==> config.mk <==
export PLATFORM = sky130hd
export DESIGN_NAME = id_exe_stage_reg
export DESIGN_NICKNAME = d
export VERILOG_FILES = /design/src/rtl/arm_pipe_pkg.sv /design/src/rtl/sat_counter.sv /design/src/rtl/id_exe_stage_reg.sv
export SDC_FILE = /design/constraint.sdc
export NUM_CORES = 1
export LEC_CHECK = 0
export ABC_AREA = 1
export CORE_MARGIN = 2
export CORE_UTILIZATION = 37
export CTS_CLUSTER_DIAMETER = 150
export CTS_CLUSTER_SIZE = 30
export DETAILED_ROUTE_END_ITERATION = 16
export GPL_ROUTABILITY_DRIVEN = 0
export GPL_TIMING_DRIVEN = 1
export PLACE_DENSITY_LB_ADDON = 0.15
export SETUP_SLACK_MARGIN = 0.3
export SYNTH_ARGS = -nofsm -noshare
export SYNTH_HDL_FRONTEND = slang
export SYNTH_SLANG_ARGS = --single-unit
==> constraint.sdc <==
create_clock -name clk -period 1.47 [get_ports clk]
set_input_delay 0.147 -clock clk [delete_from_list [all_inputs] [get_ports clk]]
set_output_delay 0.147 -clock clk [all_outputs]
set_load 0.02 [all_outputs]
==> src/rtl/arm_pipe_pkg.sv <==
// Shared types and constants for the ARM968E-S pipeline slice.
// Holds the ALU command encodings and the ID/EXE register bundle.
package arm_pipe_pkg;

    localparam int REG_ADDR_W = 4;
    localparam int WORD_W     = 32;
    localparam int SHIFT_OP_W = 12;
    localparam int IMM24_W    = 24;
    localparam int SR_W       = 4;
    localparam int CMD_W      = 4;

    localparam logic [CMD_W-1:0] EXE_NOP = 4'b0000;
    localparam logic [CMD_W-1:0] EXE_MOV = 4'b0001;
    localparam logic [CMD_W-1:0] EXE_MVN = 4'b1001;
    localparam logic [CMD_W-1:0] EXE_ADD = 4'b0010;
    localparam logic [CMD_W-1:0] EXE_ADC = 4'b0011;
    localparam logic [CMD_W-1:0] EXE_SUB = 4'b0100;
    localparam logic [CMD_W-1:0] EXE_SBC = 4'b0101;
    localparam logic [CMD_W-1:0] EXE_AND = 4'b0110;
    localparam logic [CMD_W-1:0] EXE_ORR = 4'b0111;
    localparam logic [CMD_W-1:0] EXE_EOR = 4'b1000;
    localparam logic [CMD_W-1:0] EXE_CMP = 4'b0100;
    localparam logic [CMD_W-1:0] EXE_TST = 4'b0110;
    localparam logic [CMD_W-1:0] EXE_LDR = 4'b0010;
    localparam logic [CMD_W-1:0] EXE_STR = 4'b0010;

    typedef struct packed {
        logic                  valid;
        logic                  wb_en;
        logic                  mem_r_en;
        logic                  mem_w_en;
        logic                  b;
        logic                  s;
        logic [CMD_W-1:0]      exe_cmd;
        logic [WORD_W-1:0]     pc;
        logic [WORD_W-1:0]     val_rn;
        logic [WORD_W-1:0]     val_rm;
        logic                  imm;
        logic [SHIFT_OP_W-1:0] shift_op;
        logic [IMM24_W-1:0]    simm24;
        logic [REG_ADDR_W-1:0] dest;
        logic [REG_ADDR_W-1:0] src1;
        logic [REG_ADDR_W-1:0] src2;
        logic [SR_W-1:0]       sr;
    } id_exe_t;

endpackage

==> src/rtl/sat_counter.sv <==
// Saturating up-counter with synchronous active-low reset and clear.
// Holds at all-ones instead of wrapping.
module sat_counter #(
    parameter int W = 16
) (
    input  logic         clk,
    input  logic         rst,
    input  logic         clr,
    input  logic         inc,
    output logic [W-1:0] cnt
);

    logic [W-1:0] r_cnt;

    always_ff @(posedge clk) begin
        if (!rst || clr) begin
            r_cnt <= '0;
        end else if (inc && (r_cnt != '1)) begin
            r_cnt <= r_cnt + W'(1);
        end
    end

    assign cnt = r_cnt;

endmodule

==> src/rtl/id_exe_stage_reg.sv <==
// ID/EXE pipeline register with flush, freeze and debug counters.
// Bubbles carry data but never carry live control bits.
module id_exe_stage_reg
    import arm_pipe_pkg::*;
#(
    parameter int CNT_W = 16
) (
    input  logic                  clk,
    input  logic                  rst,
    input  logic                  flush,
    input  logic                  freeze,
    input  logic                  clr_cnt,
    input  logic                  valid_in,
    input  logic                  WB_EN_in,
    input  logic                  MEM_R_EN_in,
    input  logic                  MEM_W_EN_in,
    input  logic                  B_in,
    input  logic                  S_in,
    input  logic [CMD_W-1:0]      EXE_CMD_in,
    input  logic [WORD_W-1:0]     PC_in,
    input  logic [WORD_W-1:0]     Val_Rn_in,
    input  logic [WORD_W-1:0]     Val_Rm_in,
    input  logic                  imm_in,
    input  logic [SHIFT_OP_W-1:0] Shift_operand_in,
    input  logic [IMM24_W-1:0]    Signed_imm_24_in,
    input  logic [REG_ADDR_W-1:0] Dest_in,
    input  logic [REG_ADDR_W-1:0] src1_in,
    input  logic [REG_ADDR_W-1:0] src2_in,
    input  logic [SR_W-1:0]       SR_in,
    output logic                  valid_out,
    output logic                  WB_EN_out,
    output logic                  MEM_R_EN_out,
    output logic                  MEM_W_EN_out,
    output logic                  B_out,
    output logic                  S_out,
    output logic [CMD_W-1:0]      EXE_CMD_out,
    output logic [WORD_W-1:0]     PC_out,
    output logic [WORD_W-1:0]     Val_Rn_out,
    output logic [WORD_W-1:0]     Val_Rm_out,
    output logic                  imm_out,
    output logic [SHIFT_OP_W-1:0] Shift_operand_out,
    output logic [IMM24_W-1:0]    Signed_imm_24_out,
    output logic [REG_ADDR_W-1:0] Dest_out,
    output logic [REG_ADDR_W-1:0] src1_out,
    output logic [REG_ADDR_W-1:0] src2_out,
    output logic [SR_W-1:0]       SR_out,
    output logic [CNT_W-1:0]      bubble_cnt,
    output logic [CNT_W-1:0]      stall_cnt
);

    id_exe_t r_q;
    id_exe_t w_ld;
    logic    w_bubble_inc;
    logic    w_stall_inc;

    always_comb begin
        w_ld          = '0;
        w_ld.valid    = valid_in;
        w_ld.wb_en    = valid_in & WB_EN_in;
        w_ld.mem_r_en = valid_in & MEM_R_EN_in;
        w_ld.mem_w_en = valid_in & MEM_W_EN_in;
        w_ld.b        = valid_in & B_in;
        w_ld.s        = valid_in & S_in;
        w_ld.exe_cmd  = EXE_CMD_in;
        w_ld.pc       = PC_in;
        w_ld.val_rn   = Val_Rn_in;
        w_ld.val_rm   = Val_Rm_in;
        w_ld.imm      = imm_in;
        w_ld.shift_op = Shift_operand_in;
        w_ld.simm24   = Signed_imm_24_in;
        w_ld.dest     = Dest_in;
        w_ld.src1     = src1_in;
        w_ld.src2     = src2_in;
        w_ld.sr       = SR_in;
    end

    always_ff @(posedge clk) begin
        if (!rst || flush) begin
            r_q <= '0;
        end else if (!freeze) begin
            r_q <= w_ld;
        end
    end

    // A frozen hazard slot is a stall, not a new bubble.
    assign w_bubble_inc = flush | (~freeze & ~valid_in);
    assign w_stall_inc  = freeze & ~flush;

    sat_counter #(.W(CNT_W)) u_bubble_cnt (
        .clk (clk),
        .rst (rst),
        .clr (clr_cnt),
        .inc (w_bubble_inc),
        .cnt (bubble_cnt)
    );

    sat_counter #(.W(CNT_W)) u_stall_cnt (
        .clk (clk),
        .rst (rst),
        .clr (clr_cnt),
        .inc (w_stall_inc),
        .cnt (stall_cnt)
    );

    assign valid_out         = r_q.valid;
    assign WB_EN_out         = r_q.wb_en;
    assign MEM_R_EN_out      = r_q.mem_r_en;
    assign MEM_W_EN_out      = r_q.mem_w_en;
    assign B_out             = r_q.b;
    assign S_out             = r_q.s;
    assign EXE_CMD_out       = r_q.exe_cmd;
    assign PC_out            = r_q.pc;
    assign Val_Rn_out        = r_q.val_rn;
    assign Val_Rm_out        = r_q.val_rm;
    assign imm_out           = r_q.imm;
    assign Shift_operand_out = r_q.shift_op;
    assign Signed_imm_24_out = r_q.simm24;
    assign Dest_out          = r_q.dest;
    assign src1_out          = r_q.src1;
    assign src2_out          = r_q.src2;
    assign SR_out            = r_q.sr;

endmodule

[Word level (Yosys, flattened, before mapping)]
Index checks and enable logic that the tools add are counted.
Storage, ports and cells
  register bits: 191
  latch bits: 0
  bits in writable memories: 0
  ROM bits: 0
  input bits: 164
  output and inout port bits: 191
  logic and storage cells: 39
  memories kept: 0
Cells by class
  add/sub/neg operators: 2
  multiply operators: 0
  divide/modulo/power cells: 0
  order comparisons: 0
  equal/unequal tests: 2
  shift-type cells: 0
  muxes and demuxes: 0
  bitwise gates (word level): 11
  reductions and logical operators: 5
Operators by type and width (number)
  adder 16 x 1 -> 16 bit, second input constant: 2
  inequality test 16 bit, second input constant: 2
  bitwise AND 1 bit: 7
  NOT 1 bit: 3
  logical AND 1 bit: 2
  logical OR 1 bit: 2
  logical NOT 1 bit: 1
  bitwise OR 1 bit: 1

[Logic depth before layout (Yosys ltp)]
  word-level depth: 4
  depth in mapped cells: 9
  depth with buffers taken out: 9

[Modules after synthesis]
Synthesis repeated with hierarchy kept, for this count alone.
Second synthesis, totals
  cell total of the unflattened synthesis: 982
  area total of the unflattened synthesis: 7454.6 sq um
Modules (own cells, without submodules)
  id_exe_stage_reg: times used 1, cells an instance 692, area each 5530.3 sq um, sequential area each 3183.1 sq um
  sat_counter: times used 2, cells an instance 145, area each 962.2 sq um, sequential area each 320.3 sq um

[Least setup slack after synthesis]
No wires, ideal clock.
  path kind: reg2reg
  start point: register u_bubble_cnt.r_cnt[0], in the netlist u_bubble_cnt.cnt[0]
  end point: register u_bubble_cnt.r_cnt[9], in the netlist u_bubble_cnt.cnt[9]
  setup time: 0.115 ns
  arrival time: 1.448 ns
  required time: 1.355 ns
  slack: -0.093 ns
  stages on the path, launching flop included: 8
  buffers on the path: 1
  period minus slack after synthesis: 1.563 ns
  cell sequence: dfxtp_1 > ha_1 > nand3_1 > inv_1 > nand4_1 > buf_2 > a21oi_1 > nor2_1
Between the ends
  longest elaborated chain between the ends: 2
  elaborated cells between the ends (all ways): 3
  classes of those cells: add/sub (1); eq/ne (1); reduce/logical (1)
Ends and longest elaborated chain
  start, declared: line sat_counter.sv:13  | logic [W-1:0] r_cnt;
  start signal, assigned: line sat_counter.sv:19  | r_cnt <= r_cnt + W'(1);
  parallel branches: the longest is 2 deep, another holds adder 16 x 1 -> 16 bit
Parallel ways; which one is timed is not known.
A chain may end at the register's enable or synchronous reset.

[Worst setup path after layout]
  start point: register u_stall_cnt.r_cnt[1], in the netlist u_stall_cnt.cnt[1]
  end point: register u_stall_cnt.r_cnt[11], in the netlist u_stall_cnt.cnt[11]
Between the ends
  longest elaborated chain between the ends: 2
  elaborated cells between the ends (all ways): 3
  classes of those cells: add/sub (1); eq/ne (1); reduce/logical (1)
Ends and longest elaborated chain (line)
  start, declared: sat_counter.sv:13
  start signal, assigned: sat_counter.sv:19
  parallel branches: the longest is 2 deep, another holds adder 16 x 1 -> 16 bit
Parallel ways; which one is timed is not known.

==> metrics.yaml <==
tightest_slew_ns: 0.6881
rr_endpoint: "u_stall_cnt.cnt[11]$_SDFFE_PP0P_"
grt_usage_pct: 22.43
ir_drop_v: 0.0007571
pre_cts_ws_ns: -0.1544
hold_ws_ns: 0.2214
grt_pass1_vias: 7093
fillCellCount: 1798
die_area_um2: 20930
crit_type: "flip-flop to flip-flop"
timing.rr.start: "u_stall_cnt.cnt[1]$_SDFFE_PP0P_"
overflow: 0
slew_headroom_pct: 54.13
drt-vias-per-instance: 4.676
numCtsBuffers: 17
drtAntennaViolNets: 0
critPathArrivalTime_ns: 1.72
routed_wl_um: 24640
rows: 51
syn_inst: 1008
hp-class: "input port to flip-flop"
tritoncts: "built"
grt_max_degree: 70
setup_viol: 0
insertion_delay_ns: 0.43
post_route_cells_drive_above_1_share_pct: 29.17
synth_top_cell_area_share_pct: 52.22
place_area_um2: 11490
die_h_um: 144.7
hold-path-cell-count: 4
status: "completed"
tns_ns: 0
first_iter_violations: 381
synth_xor_area_share_pct: 0.1196
holdBufCountCts: 0
core_area_um2: 19460
vias: 7800
numPortBuffers: 354
grt_pass1_wl_um: 36790
crit_path_max_fanout: 8
skew_ns: 0.007471
crit_path_end_kind: "flip-flop"
cp-start-kind: "flip-flop"
fin_ws_ns: 0.1176
power_leakage_nw: 5.104
worstHoldStart: "freeze"
drv_cap: 0
root_buffer: "clkbuf_16"
synth_edf_count: 0
ys_ff_latch: 191
synth_area_leaders: "dfxtp_1 52%, nand2_1 20%, a21oi_1 12%"
holdPathEnd: "PC_out[8]$_SDFFE_PP0N_"
synthSimpleGateAreaFrac_pct: 29.24
dpl.hpwl_um: 17250
synth_most_common_cell: "nand2_1"
powerDensity_nw_per_um2: 955.9
synth_top_family_by_area: "simple AND/OR/NAND/NOR gates"
die_w_um: 144.7
rrSetupSlack_ns: 0.12
timing.fmax_mhz: 739.4
io_pins: 355
min_period_over_period_pct: 92.00
wl_per_cell_um: 14.77
yosys.area.top_type: "dfxtp_1"
synth_cell_types: 22
slew_violations: 0
synthMuxAreaShare_pct: 0
cp_data_required_time_ns: 1.83
synth_seq_area_share_pct: 52.22
reg2regPathDepth: 8
fin_area_um2: 11810
clockBufferDepth: 2
final_hold_viol_count: 0
fin_nets: 1555
synth_fa_ha_area_share_pct: 0.3418
antenna_found_initial: 0
ys_warn_count: 0
synth_nets: 1174
cts.htree.levels: 4
numClockSinks: 191
drc: 0
path_clk_slew_ns: 0.07
synthToLayoutAreaGrowth_pct: 61.30
syn-cell-area_um2: 7322
synth-compound-area-share_pct: 12.66
drt_first_pass_iters: 5
grt_setup_unrepaired: "yes"
start_util_pct: 37.62
synthTopCellsByCount: "398 x nand2_1, 191 x dfxtp_1, 178 x a21oi_1, 83 x nor2_1, 34 x inv_1"
async_flop_share_pct: 0
syn_avg_cell_area_um2: 7.264
period_minus_slack_ns: 1.352
synth_ff_type: "dfxtp_1"
## per-stage QoR
step / power [mW] / std cells / util (%)
after CTS: 11.43 / 1655 / 59.01
after global routing: 11.74 / 1667 / 60.67
after global placement: 6.932 / 1601 / 59.06
after detailed placement: 6.946 / 1601 / 59.06
final: 11.29 / 1668 / 60.68
after floorplan: 6.064 / 1008 / -
## timing repair
| item | CTS | global route |
|---|---|---|
| setup endpoints to repair | 222 | 50 |
| pin swaps | 10 | 23 |
| buffers inserted | 20 | 12 |
| gates cloned | 2 | 0 |
| gates resized for setup | 817 | 63 |
## area by class of cell
| class | count | area, um^2 | area share (%) |
|---|---|---|---|
| sequential | 191 | 3919 | 33.18 |
| multi-input combinational | 725 | 3456 | 29.26 |
| timing repair buffer | 418 | 3381 | 28.63 |
| clock buffer | 19 | 432.9 | 3.666 |
| tap | 265 | 331.6 | 2.807 |
| clock inverter | 13 | 150.1 | 1.271 |
| inverter | 36 | 137.6 | 1.165 |
| antenna | 1 | 2.502 | 0.02119 |
## how the worst max path moves through the flow
stage | startpoint | to | slack (ns) | cells after the start
finish | u_stall_cnt.cnt[1]$_SDFFE_PP0P_ | u_stall_cnt.cnt[11]$_SDFFE_PP0P_ | 0.12 | 8
global route | u_stall_cnt.cnt[1]$_SDFFE_PP0P_ | u_stall_cnt.cnt[8]$_SDFFE_PP0P_ | 0.01 | 7
CTS | u_bubble_cnt.cnt[0]$_SDFFE_PP0P_ | u_bubble_cnt.cnt[14]$_SDFFE_PP0P_ | 0.15 | 10
detailed placement | flush | u_stall_cnt.cnt[8]$_SDFFE_PP0P_ | -0.15 | 7
global placement | flush | u_stall_cnt.cnt[8]$_SDFFE_PP0P_ | -0.13 | 7
floorplan | u_stall_cnt.cnt[1]$_SDFFE_PP0P_ | u_stall_cnt.cnt[2]$_SDFFE_PP0P_ | 0.20 | 7
## registers in the layout (all words and copies together) (netlist names)
register / cells
MEM_W_EN_out: 1
u_stall_cnt.cnt: 16
EXE_CMD_out: 4
u_bubble_cnt.cnt: 16
SR_out: 4
Shift_operand_out: 12
Val_Rn_out: 32
src1_out: 4
Signed_imm_24_out: 24
B_out: 1
src2_out: 4
imm_out: 1
WB_EN_out: 1
Dest_out: 4
valid_out: 1
Val_Rm_out: 32
MEM_R_EN_out: 1
S_out: 1
PC_out: 32
## power by group
part | internal, mW | total [mW] | leakage, nW | switching, mW
clock | 2.42 | 4.60 | 0.279 | 2.18
sequential | 5.27 | 5.34 | 1.58 | 0.0698
combinational | 0.658 | 1.35 | 3.25 | 0.688
total | 8.35 | 11.3 | 5.10 | 2.94
## routing by layer
layer  up-vias  track usage (%)  routed length [um]
met4         0            7.971                 498
met1      3546            26.06                9848
met3        35            7.437                1905
li1       3974                -                   -
met5         -                0                   0
met2       245            38.71               12390
## cells in the final DEF (no fill, tap or decap), drive strengths merged, types with 3 or more instances in the layout
master,synthesis,final
nor2,89,89
nand2,403,404
clkbuf,26,19
dfxtp,191,191
inv,36,42
nand3,34,34
o21ai,5,5
a21oi,178,178
nand4,7,7
buf,31,254
nand3b,3,3
clkinv,0,4
clkdlybuf4s50,0,162
## critical path, cell delays in order (launching register included)
cell and delay (ns):
dfxtp_4 0.38, ha_4 0.14, nand3_4 0.13, nor2_4 0.17, nand3_2 0.10, buf_6 0.16, nand3_2 0.07, nand2_1 0.05
nor2_1 0.08
## cells by family after synthesis
family,Yosys count
fa+ha+maj,2
xor+xnor,1
compound gates,183
flops,191
buf+inv,93
simple gates,538
Power figures use the tool's default switching activity.
